File: src/rtl/lcd_fill_sequencer.sv
// Bus-master sequencer feeding an SPI controller register port: optional panel init,
// full-screen window programming, then a single-colour RGB565 fill.
module lcd_fill_sequencer #(
  parameter int WIDTH        = 240,
  parameter int HEIGHT       = 320,
  parameter int DELAY_CYCLES = 12_000_000
) (
  input  logic        clk,
  input  logic        reset,
  input  logic        start,
  input  logic [15:0] color_in,
  output logic [31:0] address_out,
  output logic        sel_out,
  output logic        read_out,
  output logic [3:0]  write_mask_out,
  output logic [31:0] write_value_out,
  input  logic [31:0] read_value_in,
  input  logic        ready_in,
  output logic        busy,
  output logic        done
);

  localparam int          NPIX     = WIDTH * HEIGHT;
  localparam int          PIX_W    = $clog2(NPIX + 1);
  localparam int          DLY_W    = (DELAY_CYCLES > 1) ? $clog2(DELAY_CYCLES) : 1;
  localparam logic [15:0] W_LAST   = 16'(WIDTH - 1);
  localparam logic [15:0] H_LAST   = 16'(HEIGHT - 1);
  localparam logic [4:0]  STEP_RUN = 5'd5;
  localparam logic [4:0]  STEP_PIX = 5'd16;
  localparam logic [31:0] A_DATA   = 32'h0;
  localparam logic [31:0] A_CTRL   = 32'h4;
  localparam logic [31:0] A_STATUS = 32'h8;
  localparam logic [31:0] A_DC     = 32'hC;

  typedef enum logic [3:0] {
    S_IDLE, S_LOAD, S_WR_DC, S_WR_DATA, S_WR_CTRL,
    S_POLL, S_POLL_GAP, S_NEXT, S_DELAY, S_FINISH
  } state_t;

  state_t             state_q;
  logic [4:0]         step_q;
  logic [PIX_W-1:0]   pix_q;
  logic               phase_q;
  logic [15:0]        color_q;
  logic [7:0]         byte_q;
  logic [DLY_W-1:0]   dly_q;
  logic               init_done_q;
  logic               sel_q, read_q, busy_q, done_q;
  logic [3:0]         mask_q;
  logic [31:0]        addr_q, wdata_q;
  logic               dc_d;
  logic [7:0]         byte_d;
  logic               unused_rd;

  assign unused_rd       = ^read_value_in[31:1];
  assign address_out     = addr_q;
  assign sel_out         = sel_q;
  assign read_out        = read_q;
  assign write_mask_out  = mask_q;
  assign write_value_out = wdata_q;
  assign busy            = busy_q;
  assign done            = done_q;

  // Steps 0-4 are the init list, 5-15 the window setup, 16 the pixel stream.
  always_comb begin
    dc_d   = 1'b1;
    byte_d = 8'h00;
    case (step_q)
      5'd0:  begin dc_d = 1'b0; byte_d = 8'h01; end
      5'd1:  begin dc_d = 1'b0; byte_d = 8'h11; end
      5'd2:  begin dc_d = 1'b0; byte_d = 8'h3A; end
      5'd3:  byte_d = 8'h55;
      5'd4:  begin dc_d = 1'b0; byte_d = 8'h29; end
      5'd5:  begin dc_d = 1'b0; byte_d = 8'h2A; end
      5'd8:  byte_d = W_LAST[15:8];
      5'd9:  byte_d = W_LAST[7:0];
      5'd10: begin dc_d = 1'b0; byte_d = 8'h2B; end
      5'd13: byte_d = H_LAST[15:8];
      5'd14: byte_d = H_LAST[7:0];
      5'd15: begin dc_d = 1'b0; byte_d = 8'h2C; end
      5'd16: byte_d = phase_q ? color_q[7:0] : color_q[15:8];
      default: byte_d = 8'h00;
    endcase
  end

  always_ff @(posedge clk) begin
    if (reset) begin
      state_q     <= S_IDLE;
      step_q      <= '0;
      pix_q       <= '0;
      phase_q     <= 1'b0;
      dly_q       <= '0;
      init_done_q <= 1'b0;
      sel_q       <= 1'b0;
      read_q      <= 1'b0;
      mask_q      <= 4'h0;
      addr_q      <= '0;
      wdata_q     <= '0;
      busy_q      <= 1'b0;
      done_q      <= 1'b0;
    end else begin
      done_q <= 1'b0;
      case (state_q)
        S_IDLE: if (start) begin
          busy_q  <= 1'b1;
          color_q <= color_in;
          step_q  <= init_done_q ? STEP_RUN : 5'd0;
          pix_q   <= '0;
          phase_q <= 1'b0;
          state_q <= S_LOAD;
        end
        // LOAD both latches the byte and launches the DC write, saving a gap cycle.
        S_LOAD: begin
          byte_q  <= byte_d;
          sel_q   <= 1'b1;
          read_q  <= 1'b0;
          mask_q  <= 4'hF;
          addr_q  <= A_DC;
          wdata_q <= {31'b0, dc_d};
          state_q <= S_WR_DC;
        end
        S_WR_DC: if (ready_in) begin
          sel_q   <= 1'b0;
          mask_q  <= 4'h0;
          state_q <= S_WR_DATA;
        end
        S_WR_DATA: if (!sel_q) begin
          sel_q   <= 1'b1;
          mask_q  <= 4'hF;
          addr_q  <= A_DATA;
          wdata_q <= {24'b0, byte_q};
        end else if (ready_in) begin
          sel_q   <= 1'b0;
          mask_q  <= 4'h0;
          state_q <= S_WR_CTRL;
        end
        S_WR_CTRL: if (!sel_q) begin
          sel_q   <= 1'b1;
          mask_q  <= 4'hF;
          addr_q  <= A_CTRL;
          wdata_q <= 32'd1;
        end else if (ready_in) begin
          sel_q   <= 1'b0;
          mask_q  <= 4'h0;
          state_q <= S_POLL;
        end
        S_POLL: if (!sel_q) begin
          sel_q   <= 1'b1;
          read_q  <= 1'b1;
          addr_q  <= A_STATUS;
          wdata_q <= '0;
        end else if (ready_in) begin
          sel_q   <= 1'b0;
          read_q  <= 1'b0;
          state_q <= read_value_in[0] ? S_POLL_GAP : S_NEXT;
        end
        S_POLL_GAP: begin
          sel_q   <= 1'b1;
          read_q  <= 1'b1;
          state_q <= S_POLL;
        end
        S_NEXT: begin
          if (step_q == 5'd4) init_done_q <= 1'b1;
          if (step_q != STEP_PIX) begin
            step_q <= step_q + 5'd1;
            if (step_q == 5'd0 || step_q == 5'd1) begin
              dly_q   <= DLY_W'(DELAY_CYCLES - 1);
              state_q <= S_DELAY;
            end else begin
              state_q <= S_LOAD;
            end
          end else begin
            phase_q <= ~phase_q;
            if (phase_q && pix_q == PIX_W'(NPIX - 1)) begin
              busy_q  <= 1'b0;
              done_q  <= 1'b1;
              state_q <= S_FINISH;
            end else begin
              if (phase_q) pix_q <= pix_q + 1'b1;
              state_q <= S_LOAD;
            end
          end
        end
        S_DELAY: if (dly_q == '0) state_q <= S_LOAD;
                 else dly_q <= dly_q - 1'b1;
        S_FINISH: state_q <= S_IDLE;
        default:  state_q <= S_IDLE;
      endcase
    end
  end

endmodule

File: config.mk
export PLATFORM = sky130hd
export DESIGN_NAME = lcd_fill_sequencer
export DESIGN_NICKNAME = d
export VERILOG_FILES = /design/src/rtl/lcd_fill_sequencer.sv
export SDC_FILE = /design/constraint.sdc
export NUM_CORES = 1
export LEC_CHECK = 0
export CAP_MARGIN = 15
export CORE_AREA = 2 2 134 136
export DETAILED_ROUTE_END_ITERATION = 10
export DIE_AREA = 0 0 136 138
export GPL_TIMING_DRIVEN = 0
export PLACE_DENSITY = 0.61
export SLEW_MARGIN = 5
export SYNTH_ARGS = -nofsm -noshare
export SYNTH_HDL_FRONTEND = slang
export SYNTH_SLANG_ARGS = --single-unit
File: constraint.sdc
create_clock -name clk -period 7.5 [get_ports clk]
set_clock_uncertainty 0.2 [all_clocks]
set_input_delay 1.125 -clock clk [delete_from_list [all_inputs] [get_ports clk]]
set_output_delay 1.125 -clock clk [all_outputs]
set_load 0.05 [all_outputs]
* Word level (Yosys, flattened, before mapping)
Cells that the tools add are included.
** Storage, ports and cells
- Word-level logic and storage cells :: 145
- Register bits :: 148
- Input port bits :: 52
** Operators by class
- $add $sub $neg :: 3
- Equal/unequal tests :: 41
- Bitwise operators :: 3
- Muxes and demuxes :: 54
- Reduce and logical (&&, ||, !) cells :: 29
** Operator list (number)
- 32-bit case mux with 4 select lines :: 2
- 32-bit 2-to-1 mux :: 5
- 8-bit case mux with 11 select lines :: 1
- 24-bit 2-to-1 mux :: 3
- 17-bit 2-to-1 mux :: 4
- 4-bit 2-to-1 mux :: 14
- 24-bit case mux with 2 select lines :: 1
- 2-bit != test (second input constant) :: 19
- 4-bit case mux with 9 select lines :: 1
- 17-bit case mux with 2 select lines :: 1
- 5-bit by 4-bit == test with 1-bit output (second input constant) :: 5
- 24-bit logical NOT :: 1
- 24-bit by 1-bit subtractor with 24-bit output (second input constant) :: 1
- 17-bit by 1-bit adder with 17-bit output (second input constant) :: 1
- 17-bit == test (second input constant) :: 1
- 4-bit by 3-bit == test with 1-bit output (second input constant) :: 4
- 1-bit 2-to-1 mux :: 12
- 4-bit case mux with 3 select lines :: 1
- 4-bit AND reduction :: 3
- 5-bit by 2-bit == test with 1-bit output (second input constant) :: 2
- 5-bit by 3-bit == test with 1-bit output (second input constant) :: 2
- 5-bit 2-to-1 mux :: 2
- 5-bit case mux with 2 select lines :: 1
- 3-bit AND reduction :: 3
- 26 further kinds :: 40

* Depth between registers and ports, before layout
Gate-level depths: netlist (run 1).
- Depth after elaboration :: 5
- Gate-level depth with buffers :: 8
- Gate-level depth less buffers :: 7

* Worst setup path before layout (run 1)
OpenSTA, ideal clock, no wires.
- Path kind :: input-to-reg
- Start :: in reset
- End :: reg byte_q[0], enable pin
- Setup slack :: 4538 ps
- Data arrival time :: 2367 ps
- Stages on the path :: 3
- Path through :: clkbuf_1 -> clkbuf_1 -> nor4_1
** On the way
- Cells in the longest elaborated chain, start to end :: 2
** Ends and longest elaborated chain
- start: declaration :: line 9 : input logic reset,
- 1-bit NOT (no line)
- 2-bit AND reduction (no line)
- end signal: assignment :: line 114 : byte_q <= byte_d;
- end: declaration :: line 45 : logic [7:0] byte_q;
Every way passes these cells.
A chain may end at the register's enable or synchronous reset.

* Final worst setup path (run 1)
- Start :: in start
- End :: reg pix_q[7]
** On the way
- Cells in the longest elaborated chain, start to end :: 2
** Ends and longest elaborated chain
- start: declaration :: line 10 : input logic start,
- 2-bit != test (no line)
- 5-bit AND reduction (no line)
- end signal: assignment :: line 179 : if (phase_q) pix_q <= pix_q + 1'b1;
- end: declaration :: line 42 : logic [PIX_W-1:0] pix_q;
Every way passes these cells.

==> impl_metrics.toml, run 1 <==
[cts]
insertion_delay_ns = 0.35
tritoncts = "built"
post_cts_buffers = 0
cts_max_level = 3
cts_sinks = 94
cts_buffer_depth = 2
clk_pin_slew_ns = 0.07
ctsHoldBuffers = 0
cts_root_buf = "clkbuf_16"
cts_resized = 0
numCtsBuffers = 9

[run]
max_cap_violations = 0

[timing]
relSlewSlack = 0.353
finalSetupTns_ns = 0
rsz0062_at_grt = "no"
fin_crit_ns = 3.14
hold_viol_final = 0
finalMaxSlewViolations = 0
hold_slack_ns = 0.253
max_freq_ghz = 0.319
post-route-period-util = 0.418
max_slew.worst_pin.slew_ns = 0.964
setup_viol = 0

[critical_path]
path_class = "in2reg"
endpoint_kind = "flop"
arrival_ns = 3.21
reg2reg_depth = 8
critPathRequiredTime_ns = 7.58
crit_fanout = 10
critPathLaunchType = "primary input"

[floorplanning]
start_util = 0.292
pin_count = 124
dieHeight_um = 138
die_w_um = 136
rows = 49
die_area_sq_mm = 0.0188
core-area_sq_mm = 0.0175

[drt]
viasPerCell = 4.73
routed_wl_mm = 11.8
antenna_left = 0
detail_route.drc_violations = 0
drt-wirelength-per-cell_um = 12.9
drtPass1Iterations = 4
drt_iter0_drc = 264
via_count = 4323

[synthesis]
yosysTopAreaCell = "dfxtp_1"
synth_area_leaders = "dfxtp_1, edfxtp_1, buf_4, a21oi_1, nand2_1"
syn_inst = 577
ys_seq_area_frac = 0.414
synth-seq-cells = 94
synth-main-ff-cell = "dfxtp_1"
syn-mean-instance-area_sq_um = 8.89
synth.top_cells.by_count = "dfxtp_1, buf_4, a21oi_1"
synthesis.area_sq_mm = 0.00513
synth_edf_count = 24
async_flop_share = 0
yosysMostFrequentCell = "dfxtp_1"
synth_top_area_frac = 0.273
yosysUniqueCellTypes = 71
ys_warn_count = 0

[grt]
grt_pass1_vias = 3850
grt_pass1_wl_mm = 19.3
antenna_found_initial = 0
grt_usage = 0.127
grt_max_degree = 18
grt_overflow = 0

[layout]
instances_no_fill = 913
insertedDiodeCount = 0
drive_gt1_frac = 0.135
layout.nets = 739
synthToLayoutAreaGrowth_pct = 23.4

[placed_design]
dp_hpwl_mm = 8.66
place_inst = 897
place_congestion = 0.814
port_buffers = 37

[run_status]
status = "completed"

[min_path]
hold_path_class = "reg2reg"
holdPathStages = 2

[power_and_ir_drop]
ir_worst_vdd_uv = 110
p_leak_nw = 2.33
powerDensity_mw_per_mm2 = 220
power_mw = 1.39
## placed cells by master, fill, tap and decap left out, types with 5 or more instances in the layout
master,netlist,layout
a21oi_1,54,54
a31oi_1,5,5
and3_1,6,6
buf_4,55,56
clkbuf_1,26,26
clkbuf_16,0,9
clkdlybuf4s50_1,0,37
conb_1,1,54
dfxtp_1,70,70
edfxtp_1,24,24
ha_1,8,8
inv_1,9,9
mux2i_1,12,12
nand2_1,45,45
nand2b_1,11,11
nand3_1,25,25
nand4_1,9,9
nor2_1,42,42
nor3_1,17,17
o211ai_1,5,5
o21ai_0,21,21
o21bai_1,6,6
or3_1,17,17
or4_1,7,7
xnor2_1,10,10
xor2_1,7,7
## layer usage
layer	global-route usage	share of wire
met5	0	0
met4	0.0565	0.018
met3	0.0202	0.039
met2	0.189	0.45
met1	0.180	0.50
## final cells by class
cell class	instances	area, sq um
buffer	84	522
clock buffer	9	225
clock inverter	7	103
fill	1810	11200
inverter	9	33.8
multi-input combinational	443	2660
sequential	94	2120
tap	229	287
timing repair buffer	38	378
## cells by family after synthesis
family / after synthesis / synth area share
simple gates: 217 / 0.235
compound gates: 134 / 0.168
flops: 94 / 0.414
buf+inv: 93 / 0.108
xor+xnor: 17 / 0.0290
mux: 13 / 0.0256
fa+ha+maj: 8 / 0.0195
other cells: 1 / 0.000731
## power by group
group / internal [mW] / leakage, nW / switching, mW
clock: 0.297 / 0.162 / 0.210
combinational: 0.0968 / 1.38 / 0.224
sequential: 0.549 / 0.786 / 0.0122
total: 0.943 / 2.33 / 0.446
## registers in the layout, summed over array words and instances (netlist names), 4 cells and up
| name | flops |
|---|---|
| dly_q | 24 |
| pix_q | 17 |
| color_q | 16 |
| byte_q | 8 |
| write_value_out | 8 |
| step_q | 5 |
| state_q | 4 |
| write_mask_out | 4 |
## through the flow
step / worst slack [ns] / util / area [sq um]
floorplan: 4.54 / - / 5330
global placement: 3.81 / 0.341 / 5980
detailed placement: 4.04 / 0.342 / 6000
CTS: 4.40 / 0.361 / 6320
global route: 4.19 / 0.361 / 6320
finish: 4.36 / 0.361 / 6320
## worst max-delay path: stages
cell             delay (ns)
clkdlybuf4s50_1        0.58
nand3_1                0.30
o2bb2ai_1              0.38
clkbuf_1               0.29
or3_1                  0.39
a21oi_1                0.15
## path summary, 6_finish.rpt
check,start,endpoint,slack [ns]
worst min register to register,write_value_out[6],write_value_out[6],0.25
worst max-delay path,start,pix_q[7],4.36
worst min-delay path,write_value_out[6],write_value_out[6],0.25
worst max register to register,state_q[0],pix_q[7],4.76
(Power assumes the default switching activity.)
==> run 2: changes to the inputs <==
clock period = 3 ns   (was 7.5 ns; I/O delays follow)
==> run 2 against run 1 <==
Net effect: critical path depth increased by 2; via count is 0.37% lower; clock power grew to 2.5 times the previous value; critical endpoint unchanged; largest cell class unchanged.
==> impl_metrics.toml, run 2 (synthesized netlist as in run 1, its figures left out) <==
[power_and_ir_drop]
power_mw = 3.48
p_sw_frac = 0.322
power.share.combinational = 0.231
switchingPower_mw = 1.12
p_leak_nw = 2.33
seqPwrFrac = 0.403
power.share.clock = 0.366
ir_worst_vdd_uv = 275
powerDensity_mw_per_mm2 = 549
intPower_mw = 2.36

[critical_path]
cp_cell_sequence = "clkbuf_1 -> and4b_1 -> buf_4 -> nand3_1 -> o2bb2ai_2 -> clkbuf_1 -> or3_1 -> a21oi_1"
r2r_start = "state_q[0]"
path_class = "reg2reg"
critPathLaunchType = "flop"
endpoint_kind = "flop"
path_buf_inv = 3
slowest_stage = "or3_1"
crit_fanout = 10
path_common_cell = "clkbuf_1"
r2r_end = "pix_q[7]"
reg2reg_depth = 8
crit_family = "simple AND/OR/NAND/NOR gates"
max_stage_delay_ns = 0.39
critPathRequiredTime_ns = 3.07
r2r_slack_ns = 0.37
arrival_ns = 2.71

[placed_design]
place_inst = 897
place_congestion = 0.814
place_area_sq_mm = 0.00600
dp_hpwl_mm = 8.66
port_buffers = 37

[timing]
fin_crit_ns = 2.63
relSlewSlack = 0.353
finalSetupTns_ns = 0
max_slew.worst_pin.slew_ns = 0.964
hold_viol_final = 0
rsz0062_at_grt = "no"
max_freq_ghz = 0.380
setup_viol = 0
finalMaxSlewViolations = 0
post-route-period-util = 0.878

[layout]
regMostFlops = "dly_q"
instances_no_fill = 913
n_fill_cell = 1808
reg.largest.list = "dly_q x24, pix_q x17, color_q x16"
synthToLayoutAreaGrowth_pct = 23.5
final_cell_mix = "dfxtp_1, buf_4, a21oi_1, conb_1, nand2_1"
postLayoutCoreUtil = 0.361
final_area_sq_mm = 0.00633
drive_gt1_frac = 0.136
largest_reg_flops = 24
final_common_cell = "dfxtp_1"
layout.nets = 739
insertedDiodeCount = 0

[drt]
drtPass1Iterations = 4
drt_iter0_drc = 263
viasPerCell = 4.72
via_count = 4307
detail_route.drc_violations = 0
antenna_left = 0
routed_wl_mm = 11.8
drt-wirelength-per-cell_um = 12.9

[floorplanning]
die_area_sq_mm = 0.0188
pin_count = 124
rows = 49
dieHeight_um = 138
start_util = 0.292
die_w_um = 136
core-area_sq_mm = 0.0175

[cts]
cts_root_buf = "clkbuf_16"
cts_sinks = 94
tritoncts = "built"
insertion_delay_ns = 0.35
clk_pin_slew_ns = 0.07
cts_buffer_depth = 2
cts_max_level = 3
post_cts_buffers = 0
numCtsBuffers = 9

[grt]
grt_use_met1 = 0.180
grt_max_degree = 18
grt_overflow = 0
antenna_found_initial = 0
met2_usage = 0.189
grt_use_met3 = 0.0202
grt_usage = 0.127
grt_pass1_vias = 3850
busiest_layer = "met2"
grt_pass1_wl_mm = 19.3

[min_path]
hold_path_class = "reg2reg"
min_to = "write_value_out[6]"
worstHoldStart = "write_value_out[6]"
holdPathStages = 2

[run]
max_cap_violations = 0

[run_status]
status = "completed"
run 2: cell counts in the layout (fill, tap and decap cells not counted):
Identical to the previous run, type by type.
run 2: repair_timing:
action,in CTS,in global routing
endpoints found under the setup margin,0,1
resized for setup,0,1
hold buffers,0,0
endpoints found under the hold margin,0,0
run 2: per-layer routing:
metal	share of wire	wire length, um
met4	0.019	229
met3	0.041	478
met5	0	0
met1	0.50	5840
met2	0.44	5230
run 2: how the worst max path moves through the flow:
stage	startpoint	to	slack (ns)	depth (start not counted)
floorplan	state_q[2]	byte_q[0]	0.63	4
global route	state_q[0]	pix_q[7]	0.13	8
CTS	state_q[0]	pix_q[8]	0.27	8
global placement	start	color_q[5]	-0.02	3
finish	state_q[0]	pix_q[7]	0.37	8
detailed placement	start	pix_q[8]	0.22	6
run 2: tightest hold or removal path, delay by kind of cell, from the launching register on:
kind,cells,cell delay [ns]
flip-flops,1,0.31
AO/OA/AOI/OAI,1,0.05
AND/OR/NAND/NOR,1,0.05
run 2: cell type report:
class                      instances  area, sq um  share of cell area
multi-input combinational        443         2660               0.420
timing repair buffer              38          378              0.0597
sequential                        94         2120               0.335
clock inverter                     7          103              0.0162
clock buffer                       9          225              0.0356
buffer                            84          522              0.0824
inverter                           9         33.8             0.00534
tap                              229          287              0.0453
run 2: power groups by stage:
stage / Clock, mW / Combinational [mW] / Sequential (mW)
final: 1.27 / 0.803 / 1.40
after global placement: 0 / 0.792 / 1.43
after floorplan: 0 / 0.492 / 1.55
after CTS: 1.30 / 0.800 / 1.40
after detailed placement: 0 / 0.798 / 1.43
after global routing: 1.35 / 0.862 / 1.41
run 2: metrics by stage:
step	hold WS [ns]	worst slack (ns)
3_5_place_dp	0.250	0.216
3_3_place_gp	0.243	-0.0194
2_1_floorplan	0.247	0.629
5_1_grt	0.281	0.130
4_1_cts	0.259	0.267
6_report	0.253	0.367
==> run 3: changes to the inputs <==
TNS_END_PERCENT = 100   (was unset)
==> results of run 3 <==
No change in the layout: final DEF, timing and power equal those of run 2.
